==> src/rtl/spi_master_if.sv <==
// Command/response port of the SPI initiator: valid/ready request in, one-cycle response strobe out.
interface spi_master_if #(
  parameter int unsigned WIDTH = 16
);
  logic             req_valid;
  logic             req_ready;
  logic [WIDTH-1:0] tx_data;
  logic             rsp_valid;
  logic [WIDTH-1:0] rx_data;

  // master = core-side requester, slave = the SPI initiator serving requests
  modport master (
    output req_valid, tx_data,
    input  req_ready, rsp_valid, rx_data
  );

  modport slave (
    input  req_valid, tx_data,
    output req_ready, rsp_valid, rx_data
  );
endinterface

==> src/rtl/spi_master.sv <==
// SPI mode-0 initiator: one full-duplex WIDTH-bit transfer per accepted request.
// Optional feature macro: SPI_MASTER_LSB_FIRST_EN selects LSB-first shifting in both directions.
module spi_master #(
  parameter int unsigned WIDTH = 16,
  parameter int unsigned DIV   = 2
) (
  input  logic         clk,
  input  logic         rst_n,
  spi_master_if.slave  cmd,
  output logic         sck,
  output logic         ss_n,
  output logic         mosi,
  input  logic         miso
);

  localparam int unsigned CW       = $clog2(WIDTH + 1);
  localparam logic [7:0]  DIV_M1   = 8'(DIV - 1);
  localparam logic [CW-1:0] LAST_BIT = CW'(WIDTH - 1);

  typedef enum logic [2:0] {
    IDLE  = 3'd0,
    SETUP = 3'd1,
    HIGH  = 3'd2,
    LOW   = 3'd3,
    HOLD  = 3'd4,
    DONE  = 3'd5
  } state_e;

`ifdef SPI_MASTER_LSB_FIRST_EN
  function automatic logic first_bit(input logic [WIDTH-1:0] w);
    return w[0];
  endfunction

  function automatic logic [WIDTH-1:0] tx_shift(input logic [WIDTH-1:0] w);
    return w >> 1;
  endfunction

  function automatic logic [WIDTH-1:0] rx_shift(input logic [WIDTH-1:0] w, input logic b);
    return {b, w[WIDTH-1:1]};
  endfunction
`else
  function automatic logic first_bit(input logic [WIDTH-1:0] w);
    return w[WIDTH-1];
  endfunction

  function automatic logic [WIDTH-1:0] tx_shift(input logic [WIDTH-1:0] w);
    return w << 1;
  endfunction

  function automatic logic [WIDTH-1:0] rx_shift(input logic [WIDTH-1:0] w, input logic b);
    return {w[WIDTH-2:0], b};
  endfunction
`endif

  state_e           state_q;
  logic [7:0]       hp_cnt_q;
  logic [CW-1:0]    bit_cnt_q;
  logic [WIDTH-1:0] tx_sr_q;
  logic [WIDTH-1:0] rx_sr_q;
  logic [WIDTH-1:0] rx_data_q;
  logic             req_ready_q;
  logic             rsp_valid_q;
  logic             sck_q;
  logic             ss_n_q;
  logic             mosi_q;

  // Transfer sequencer; every output is a register updated here.
  always_ff @(posedge clk or negedge rst_n) begin
    if (!rst_n) begin
      state_q     <= IDLE;
      hp_cnt_q    <= '0;
      bit_cnt_q   <= '0;
      tx_sr_q     <= '0;
      rx_sr_q     <= '0;
      rx_data_q   <= '0;
      req_ready_q <= 1'b1;
      rsp_valid_q <= 1'b0;
      sck_q       <= 1'b0;
      ss_n_q      <= 1'b1;
      mosi_q      <= 1'b1;
    end else begin
      rsp_valid_q <= 1'b0;
      unique case (state_q)
        IDLE: begin
          if (cmd.req_valid) begin
            tx_sr_q     <= cmd.tx_data;
            rx_sr_q     <= '0;
            bit_cnt_q   <= '0;
            hp_cnt_q    <= DIV_M1;
            ss_n_q      <= 1'b0;
            mosi_q      <= first_bit(cmd.tx_data);
            req_ready_q <= 1'b0;
            state_q     <= SETUP;
          end
        end

        SETUP, LOW: begin
          if (hp_cnt_q == 8'd0) begin
            sck_q    <= 1'b1;
            hp_cnt_q <= DIV_M1;
            state_q  <= HIGH;
          end else begin
            hp_cnt_q <= hp_cnt_q - 8'd1;
          end
        end

        // Falling sck edge: capture miso, then either present the next bit or finish.
        HIGH: begin
          if (hp_cnt_q == 8'd0) begin
            sck_q     <= 1'b0;
            hp_cnt_q  <= DIV_M1;
            rx_sr_q   <= rx_shift(rx_sr_q, miso);
            bit_cnt_q <= bit_cnt_q + CW'(1);
            if (bit_cnt_q == LAST_BIT) begin
              state_q <= HOLD;
            end else begin
              tx_sr_q <= tx_shift(tx_sr_q);
              mosi_q  <= first_bit(tx_shift(tx_sr_q));
              state_q <= LOW;
            end
          end else begin
            hp_cnt_q <= hp_cnt_q - 8'd1;
          end
        end

        HOLD: begin
          if (hp_cnt_q == 8'd0) begin
            hp_cnt_q    <= DIV_M1;
            ss_n_q      <= 1'b1;
            mosi_q      <= 1'b1;
            rsp_valid_q <= 1'b1;
            rx_data_q   <= rx_sr_q;
            state_q     <= DONE;
          end else begin
            hp_cnt_q <= hp_cnt_q - 8'd1;
          end
        end

        DONE: begin
          hp_cnt_q    <= DIV_M1;
          req_ready_q <= 1'b1;
          state_q     <= IDLE;
        end

        default: begin
          state_q     <= IDLE;
          req_ready_q <= 1'b1;
          sck_q       <= 1'b0;
          ss_n_q      <= 1'b1;
          mosi_q      <= 1'b1;
        end
      endcase
    end
  end

  assign cmd.req_ready = req_ready_q;
  assign cmd.rsp_valid = rsp_valid_q;
  assign cmd.rx_data   = rx_data_q;
  assign sck           = sck_q;
  assign ss_n          = ss_n_q;
  assign mosi          = mosi_q;

endmodule

==> src/flat_wrapper.sv <==
// flat-port wrapper written by rule: the top's interface ports become plain ports
module spi_master_flat 
#(
  parameter int unsigned WIDTH = 16,
  parameter int unsigned DIV   = 2
)
  (clk, rst_n, sck, ss_n, mosi, miso, cmd_req_valid, cmd_tx_data, cmd_req_ready, cmd_rsp_valid, cmd_rx_data);
  spi_master_if #(.WIDTH(WIDTH)) cmd_i ();
  input  logic clk;
  input  logic rst_n;
  output logic sck;
  output logic ss_n;
  output logic mosi;
  input  logic miso;
  input wire logic [$bits(cmd_i.req_valid)-1:0] cmd_req_valid;
  input wire logic [$bits(cmd_i.tx_data)-1:0] cmd_tx_data;
  output wire logic [$bits(cmd_i.req_ready)-1:0] cmd_req_ready;
  output wire logic [$bits(cmd_i.rsp_valid)-1:0] cmd_rsp_valid;
  output wire logic [$bits(cmd_i.rx_data)-1:0] cmd_rx_data;
  assign cmd_i.req_valid = cmd_req_valid;
  assign cmd_i.tx_data = cmd_tx_data;
  assign cmd_req_ready = cmd_i.req_ready;
  assign cmd_rsp_valid = cmd_i.rsp_valid;
  assign cmd_rx_data = cmd_i.rx_data;
  spi_master #(.WIDTH(WIDTH), .DIV(DIV)) u_core (.clk(clk), .rst_n(rst_n), .cmd(cmd_i), .sck(sck), .ss_n(ss_n), .mosi(mosi), .miso(miso));
endmodule
==> config.mk <==
export PLATFORM = sky130hd
export DESIGN_NAME = spi_master_flat
export DESIGN_NICKNAME = d
export VERILOG_FILES = /design/src/rtl/spi_master_if.sv /design/src/rtl/spi_master.sv /design/src/flat_wrapper.sv
export SDC_FILE = /design/constraint.sdc
export NUM_CORES = 1
export LEC_CHECK = 0
export ABC_AREA = 0
export BUFFER_PORTS_ARGS = -buffer_cell sky130_fd_sc_hd__buf_2
export CELL_PAD_IN_SITES_DETAIL_PLACEMENT = 0
export CELL_PAD_IN_SITES_GLOBAL_PLACEMENT = 1
export CORE_ASPECT_RATIO = 1.75
export CORE_MARGIN = 4
export CORE_UTILIZATION = 30
export CTS_CLUSTER_DIAMETER = 60
export CTS_CLUSTER_SIZE = 28
export DETAILED_ROUTE_END_ITERATION = 16
export PLACE_DENSITY = 0.54
export SLEW_MARGIN = 25
export SYNTH_ARGS = -nofsm -noshare
export SYNTH_HDL_FRONTEND = slang
export SYNTH_SLANG_ARGS = --single-unit
==> constraint.sdc <==
create_clock -name clk -period 5.2 [get_ports clk]
set_input_delay 0 -clock clk [delete_from_list [all_inputs] [get_ports clk]]
set_output_delay 0 -clock clk [all_outputs]
set_load 0.01 [all_outputs]
==> impl_metrics.tcl, run 1 <==
set metrics [dict create \
    synth_top_area_share 0.531 \
    synth_compound_area_frac 0.103 \
    critPathKind "flip-flop to flip-flop" \
    drtIter0Drc 81 \
    first_pass_iters 4 \
    synthAdderAreaFrac 0.0163 \
    ant_nets 0 \
    seq_area_frac_synth 0.556 \
    synth-seq-cells 68 \
    drc 0 \
    synth_common_cells "65 x dfrtp_1, 46 x mux2_2, 18 x a22o_1" \
    synthTopCellsByArea "dfrtp_1 53%, mux2_2 17%, a22o_1 5.1%" \
    synth_area_per_cell_um2 12.7 \
    io_buffers 40 \
    end_kind "flip-flop" \
    synth_edf_count 0 \
    avgRoutedWirePerCell_um 15.3 \
    cts_buffers 9 \
    place_hpwl_um 4330 \
    grt_overflow 0 \
    drive_gt1_frac 0.395 \
    root_buffer "clkbuf_16" \
    insertion_delay_ns 0.32 \
    critPathRequiredTime_ns 5.41 \
    clock_path_buffers 2 \
    initial_core_util 0.309 \
    num_antenna_cells 0 \
    sw_frac_of_total 0.305 \
    synth_most_common_cell "dfrtp_1" \
    synth_area_leader_cell "dfrtp_1" \
    worst_pin_slew_ns 1.01 \
    critPathMaxFanout 15 \
    synthDistinctLibCells 41 \
    antenna_found_initial 0 \
    seq_power_share 0.415 \
    synthMuxAreaShare 0.179 \
    grtUsageTotal 0.115 \
    rsz0062_at_grt "false" \
    wl_um 6380 \
    p_sw_w 0.000561 \
    peakVddDrop_uv 256 \
    synth_top_family_by_area "multiplexers" \
    fmax_ghz 0.378 \
    status "finished, final reports clean" \
    fin_crit_sh 0.509 \
    cts_sinks 68 \
    grt_pass1_vias 2278 \
    gp_congestion 0.767 \
    cts_resized 0 \
    comb_power_share 0.259 \
    max_cap_viol_count 0 \
    ys.flop_type "dfrtp_1" \
    synth.cell_area_um2 3070 \
    ys_warn_count 0 \
    critPathLaunchType "flip-flop" \
    fp.dieW_um 84.4 \
    power.density_nw_per_um2 496 \
    viasPerCell 4.85 \
    final.setup.tns_ns 0 \
    async_flop_share 1.00 \
    synth_simple_gate_area_frac 0.0976 \
    fp.dieH_um 142 \
    timing.hold.ws_ns 0.0321 \
    htreeDepth 3 \
    power_leakage_nw 1.75 \
    die_area_um2 12000 \
    grt_max_degree 69 \
    clk_pin_slew_worst_paths_ns 0.05 \
    reg2reg_depth 6 \
    area_growth_pct 20.8 \
    tritoncts "done" \
    io_pins 41 \
    hold_viol 0 \
    finClkSkew_ns 0.00684 \
    synth_nets 266 \
    stdcell_count 416 \
    finalMaxSlewViolations 0 \
    core_area_um2 9910 \
    dp.cells 397 \
    hp-class "primary input to flip-flop" \
    via_count 2019 \
    synthXorXnorAreaFrac 0.0171 \
    max-slew-margin-rel 0.323 \
    finalSetupViolCount 0 \
    clkPwrFrac 0.326 \
    grt_pass1_wl_um 11100 \
    fp-row-count 48 \
    nNetsFinal 310 \
    whs_path_depth 3 \
    synthCells 242 \
    min_period_ns 2.65 \
    critPathArrivalTime_ns 2.86 \
    internal_power_w 0.00128 \
    power_w 0.00184 \
]
[timing repair]
action,4_1_cts,5_1_grt
hold buffers,3,0
setup buffers,0,0
endpoints found under the hold margin,67,0
setup endpoints to repair,0,0
[metrics by stage]
stage	setup slack, ns	instance area [um^2]	utilization
after floorplan	3.09	3070	-
after global placement	2.45	3380	0.341
after detailed placement	2.53	3380	0.341
after CTS	2.50	3700	0.374
after global routing	2.30	3700	0.374
final	2.55	3700	0.374
[flip-flops by register name (all words and copies together), names as in the netlist]
register,cells
u_core.sck,1
u_core.state_q,3
u_core.cmd.rx_data,16
u_core.rx_sr_q,16
u_core.mosi,1
u_core.ss_n,1
u_core.tx_sr_q,15
u_core.bit_cnt_q,5
u_core.cmd.rsp_valid,1
u_core.cmd.req_ready,1
u_core.hp_cnt_q,8
[layout by cell type (no fill, tap or decap), types with 3 or more instances in the layout]
cell type and instances:
o21ai_0 4, a21oi_1 8, inv_1 9, or4_1 3, nor2_1 11, buf_2 40
dfstp_2 3, mux2i_1 3, nand4_1 3, ha_1 4, mux2_2 46, dfrtp_1 65
a22o_1 18, nand2_1 14, nand3_1 5, xor2_1 5, dlygate4sd3_1 3, clkbuf_16 9
[logic make-up (layout without fill, tap and decap cells)]
family,after synthesis,after routing
simple gates,54,54
fa+ha+maj,4,4
mux,49,49
flops,68,68
buf+inv,21,70
xor+xnor,6,6
compound gates,40,40
[path summary, 6_finish.rpt]
| check | startpoint | end | slack [ns] |
|---|---|---|---|
| worst max-delay path | u_core.hp_cnt_q[0]$_DFFE_PN0P_ | u_core.tx_sr_q[9]$_DFFE_PN0P_ | 2.55 |
| worst max register to register | u_core.hp_cnt_q[0]$_DFFE_PN0P_ | u_core.tx_sr_q[9]$_DFFE_PN0P_ | 2.55 |
| max in group asynchronous | rst_n | u_core.tx_sr_q[5]$_DFFE_PN0P_ | 4.22 |
| min in group asynchronous | rst_n | u_core.cmd.rx_data[10]$_DFFE_PN0P_ | 0.40 |
| worst min register to register | u_core.cmd.rx_data[11]$_DFFE_PN0P_ | u_core.cmd.rx_data[11]$_DFFE_PN0P_ | 0.50 |
| worst min-delay path | cmd_tx_data[3] | u_core.tx_sr_q[3]$_DFFE_PN0P_ | 0.03 |
[critical path, cell delays in order, from the launching register on]
cell	delay, ns
dfrtp_1	0.40
inv_1	0.09
ha_1	0.14
nor3b_2	0.29
nand2_2	0.25
o41ai_4	0.94
mux2_2	0.42
[layer usage]
metal,routed length (um),vias up,track usage
li1,-,961,-
met1,2630,1015,0.133
met2,3430,33,0.202
met3,197,10,0.0261
met4,124,0,0.0534
met5,0,-,0
[power by group through the flow]
| stage | registers [W] | clock network (W) | logic, W |
|---|---|---|---|
| 6_report | 0.000762 | 0.000599 | 0.000477 |
| 5_1_grt | 0.000781 | 0.000644 | 0.000535 |
| 4_1_cts | 0.000765 | 0.000625 | 0.000489 |
| 3_5_place_dp | 0.000775 | 0 | 0.000483 |
| 3_3_place_gp | 0.000771 | 0 | 0.000476 |
| 2_1_floorplan | 0.000732 | 0 | 0.000405 |
[final cells by class]
cell class / count / area (um^2)
Timing Repair Buffer: 45 / 245
Clock inverter: 4 / 48.8
Fill cell: 1010 / 6210
Tap cell: 125 / 156
Clock buffer: 12 / 246
Multi-Input combinational cell: 153 / 1270
Sequential cell: 68 / 1710
Inverter: 9 / 33.8
(Power assumes the default switching activity.)
==> run 2: changes to the inputs <==
PLACE_DENSITY = 0.56   (was 0.54)
clock period = 2.35 ns   (was 5.2 ns; I/O delays follow)
==> run 2 against run 1 <==
  * Core utilization grew 1.4 points
  * Critical path type unchanged
  * Count of clock-buffer cells in the layout is the same
  * Wire length grew 2.8%
  * Setup slack lost 2.3 ns
  * Critical endpoint is now u_core.tx_sr_q[2]$_DFFE_PN0P_
  * Non-clock buffer count grew 12
  * Clock power grew 130%
  * Combinational power grew to 2.5 times the previous value
==> impl_metrics.tcl, run 2 (synthesized netlist as in run 1, its figures left out) <==
set metrics [dict create \
    status "finished, final reports clean" \
    fp.dieH_um 142 \
    critical-path-slowest-cell "dfrtp_1" \
    area_growth_pct 25.2 \
    max_cap_viol_count 0 \
    regArea_um2 1710 \
    critPathKind "flip-flop to flip-flop" \
    worst_pin_slew_ns 0.529 \
    fp-row-count 48 \
    use_met1 0.137 \
    grtUsageTotal 0.122 \
    initial_core_util 0.309 \
    min_period_ns 2.06 \
    mostFrequentLayoutCells "65 x dfrtp_1, 46 x mux2_2, 40 x buf_2" \
    via_count 2086 \
    peakVddDrop_uv 441 \
    drc 0 \
    drive_gt1_frac 0.419 \
    finClkSkew_ns 0.00596 \
    cts_resized 0 \
    dp.cells 409 \
    nNetsFinal 322 \
    hold_viol 0 \
    io_buffers 40 \
    critPathMaxFanout 15 \
    cts_hold_buf 3 \
    path_cells "ha_1 -> and3_1 -> ha_1 -> o41ai_4 -> buf_12 -> mux2_2" \
    drtIter0Drc 56 \
    post_cts_buffers 0 \
    clock_path_buffers 2 \
    power.density_nw_per_um2 1100 \
    finalMaxSlewViolations 0 \
    fill_cells 1011 \
    hp-class "primary input to flip-flop" \
    cts_buffers 9 \
    core_area_um2 9910 \
    avgRoutedWirePerCell_um 15.3 \
    met3_usage 0.0331 \
    first_pass_iters 4 \
    antenna_found_initial 0 \
    fp.dieW_um 84.4 \
    cts_sinks 68 \
    grt_max_degree 32 \
    seq_power_share 0.390 \
    clk_pin_slew_worst_paths_ns 0.05 \
    p_sw_w 0.00127 \
    grt_pass1_wl_um 11500 \
    power_leakage_nw 1.82 \
    num_antenna_cells 0 \
    comb_power_share 0.288 \
    final.setup.tns_ns 0 \
    htreeDepth 3 \
    grt_pass1_vias 2259 \
    crit_top_cell "ha_1" \
    insertion_delay_ns 0.33 \
    wl_um 6560 \
    stdcell_count 428 \
    critPathLaunchType "flip-flop" \
    grt_busiest_layer "met2" \
    clkPwrFrac 0.322 \
    internal_power_w 0.00295 \
    place_hpwl_um 4630 \
    viasPerCell 4.87 \
    met2_usage 0.208 \
    critPathBufInv 1 \
    grt_overflow 0 \
    die_area_um2 12000 \
    critPathArrivalTime_ns 2.27 \
    end_kind "flip-flop" \
    ant_nets 0 \
    tritoncts "done" \
    finalSetupViolCount 0 \
    max-slew-margin-rel 0.647 \
    fin_crit_sh 0.876 \
    final_common_cell "dfrtp_1" \
    cpPeakStageDelay_ns 0.39 \
    path_delay_family "adder cells" \
    io_pins 41 \
    critPathRequiredTime_ns 2.56 \
    gp_congestion 0.784 \
    multi_input_area_um2 1260 \
    rsz0062_at_grt "false" \
    sw_frac_of_total 0.301 \
    fmax_ghz 0.486 \
    root_buffer "clkbuf_16" \
]
## run 2: per-stage QoR
step	instance area [um^2]	setup WS, ns	power, W	hold slack (ns)	utilization
2_1_floorplan	3070	0.243	0.00252	-0.296	-
3_3_place_gp	3500	0.329	0.00288	0.00926	0.354
3_5_place_dp	3500	0.282	0.00290	0.0204	0.354
4_1_cts	3840	0.268	0.00430	0.0157	0.387
5_1_grt	3840	0.175	0.00451	0.0285	0.387
6_report	3840	0.291	0.00421	0.0244	0.387
## run 2: final timing paths
check                                                        from                                  to  slack, ns  cells after the start
worst min register to register  u_core.cmd.rx_data[1]$_DFFE_PN0P_   u_core.cmd.rx_data[1]$_DFFE_PN0P_       0.50                      1
min in group asynchronous                                   rst_n  u_core.cmd.rx_data[10]$_DFFE_PN0P_       0.18                      2
worst max-delay path              u_core.bit_cnt_q[0]$_DFFE_PN0P_       u_core.tx_sr_q[2]$_DFFE_PN0P_       0.29                      6
max in group asynchronous                                   rst_n             u_core.mosi$_DFFE_PN1P_       1.45                      3
worst min-delay path                               cmd_tx_data[7]       u_core.tx_sr_q[7]$_DFFE_PN0P_       0.02                      3
worst max register to register    u_core.bit_cnt_q[0]$_DFFE_PN0P_       u_core.tx_sr_q[2]$_DFFE_PN0P_       0.29                      6
## run 2: power by group through the flow
| stage | registers [W] | clock network, W | logic (W) |
|---|---|---|---|
| global placement | 0.00166 | 0 | 0.00122 |
| CTS | 0.00165 | 0.00141 | 0.00124 |
| global route | 0.00168 | 0.00145 | 0.00137 |
| floorplan | 0.00162 | 0 | 0.000896 |
| finish | 0.00164 | 0.00136 | 0.00121 |
| detailed placement | 0.00167 | 0 | 0.00123 |
## run 2: worst register-to-register path, delay by kind of cell (launching register included)
kind                     cells  cell delay (ns)
buffers and inverters        1             0.19
AO/OA/AOI/OAI                1             0.39
adder cells (fa/ha/maj)      2             0.45
multiplexers                 1             0.34
AND/OR/NAND/NOR              1             0.18
flip-flops                   1             0.39
## run 2: per-layer routing
layer / routed length (um) / up-vias
met2: 3450 / 42
met4: 206 / 0
met5: 0 / -
met3: 257 / 17
met1: 2650 / 1044
li1: - / 983
## run 2: area by class of cell
class / instances / share of cell area
Inverter: 9 / 0.00880
Clock inverter: 4 / 0.0124
Clock buffer: 12 / 0.0668
Tap cell: 125 / 0.0408
Timing Repair Buffer: 57 / 0.0972
Multi-Input combinational cell: 153 / 0.330
Sequential cell: 68 / 0.444
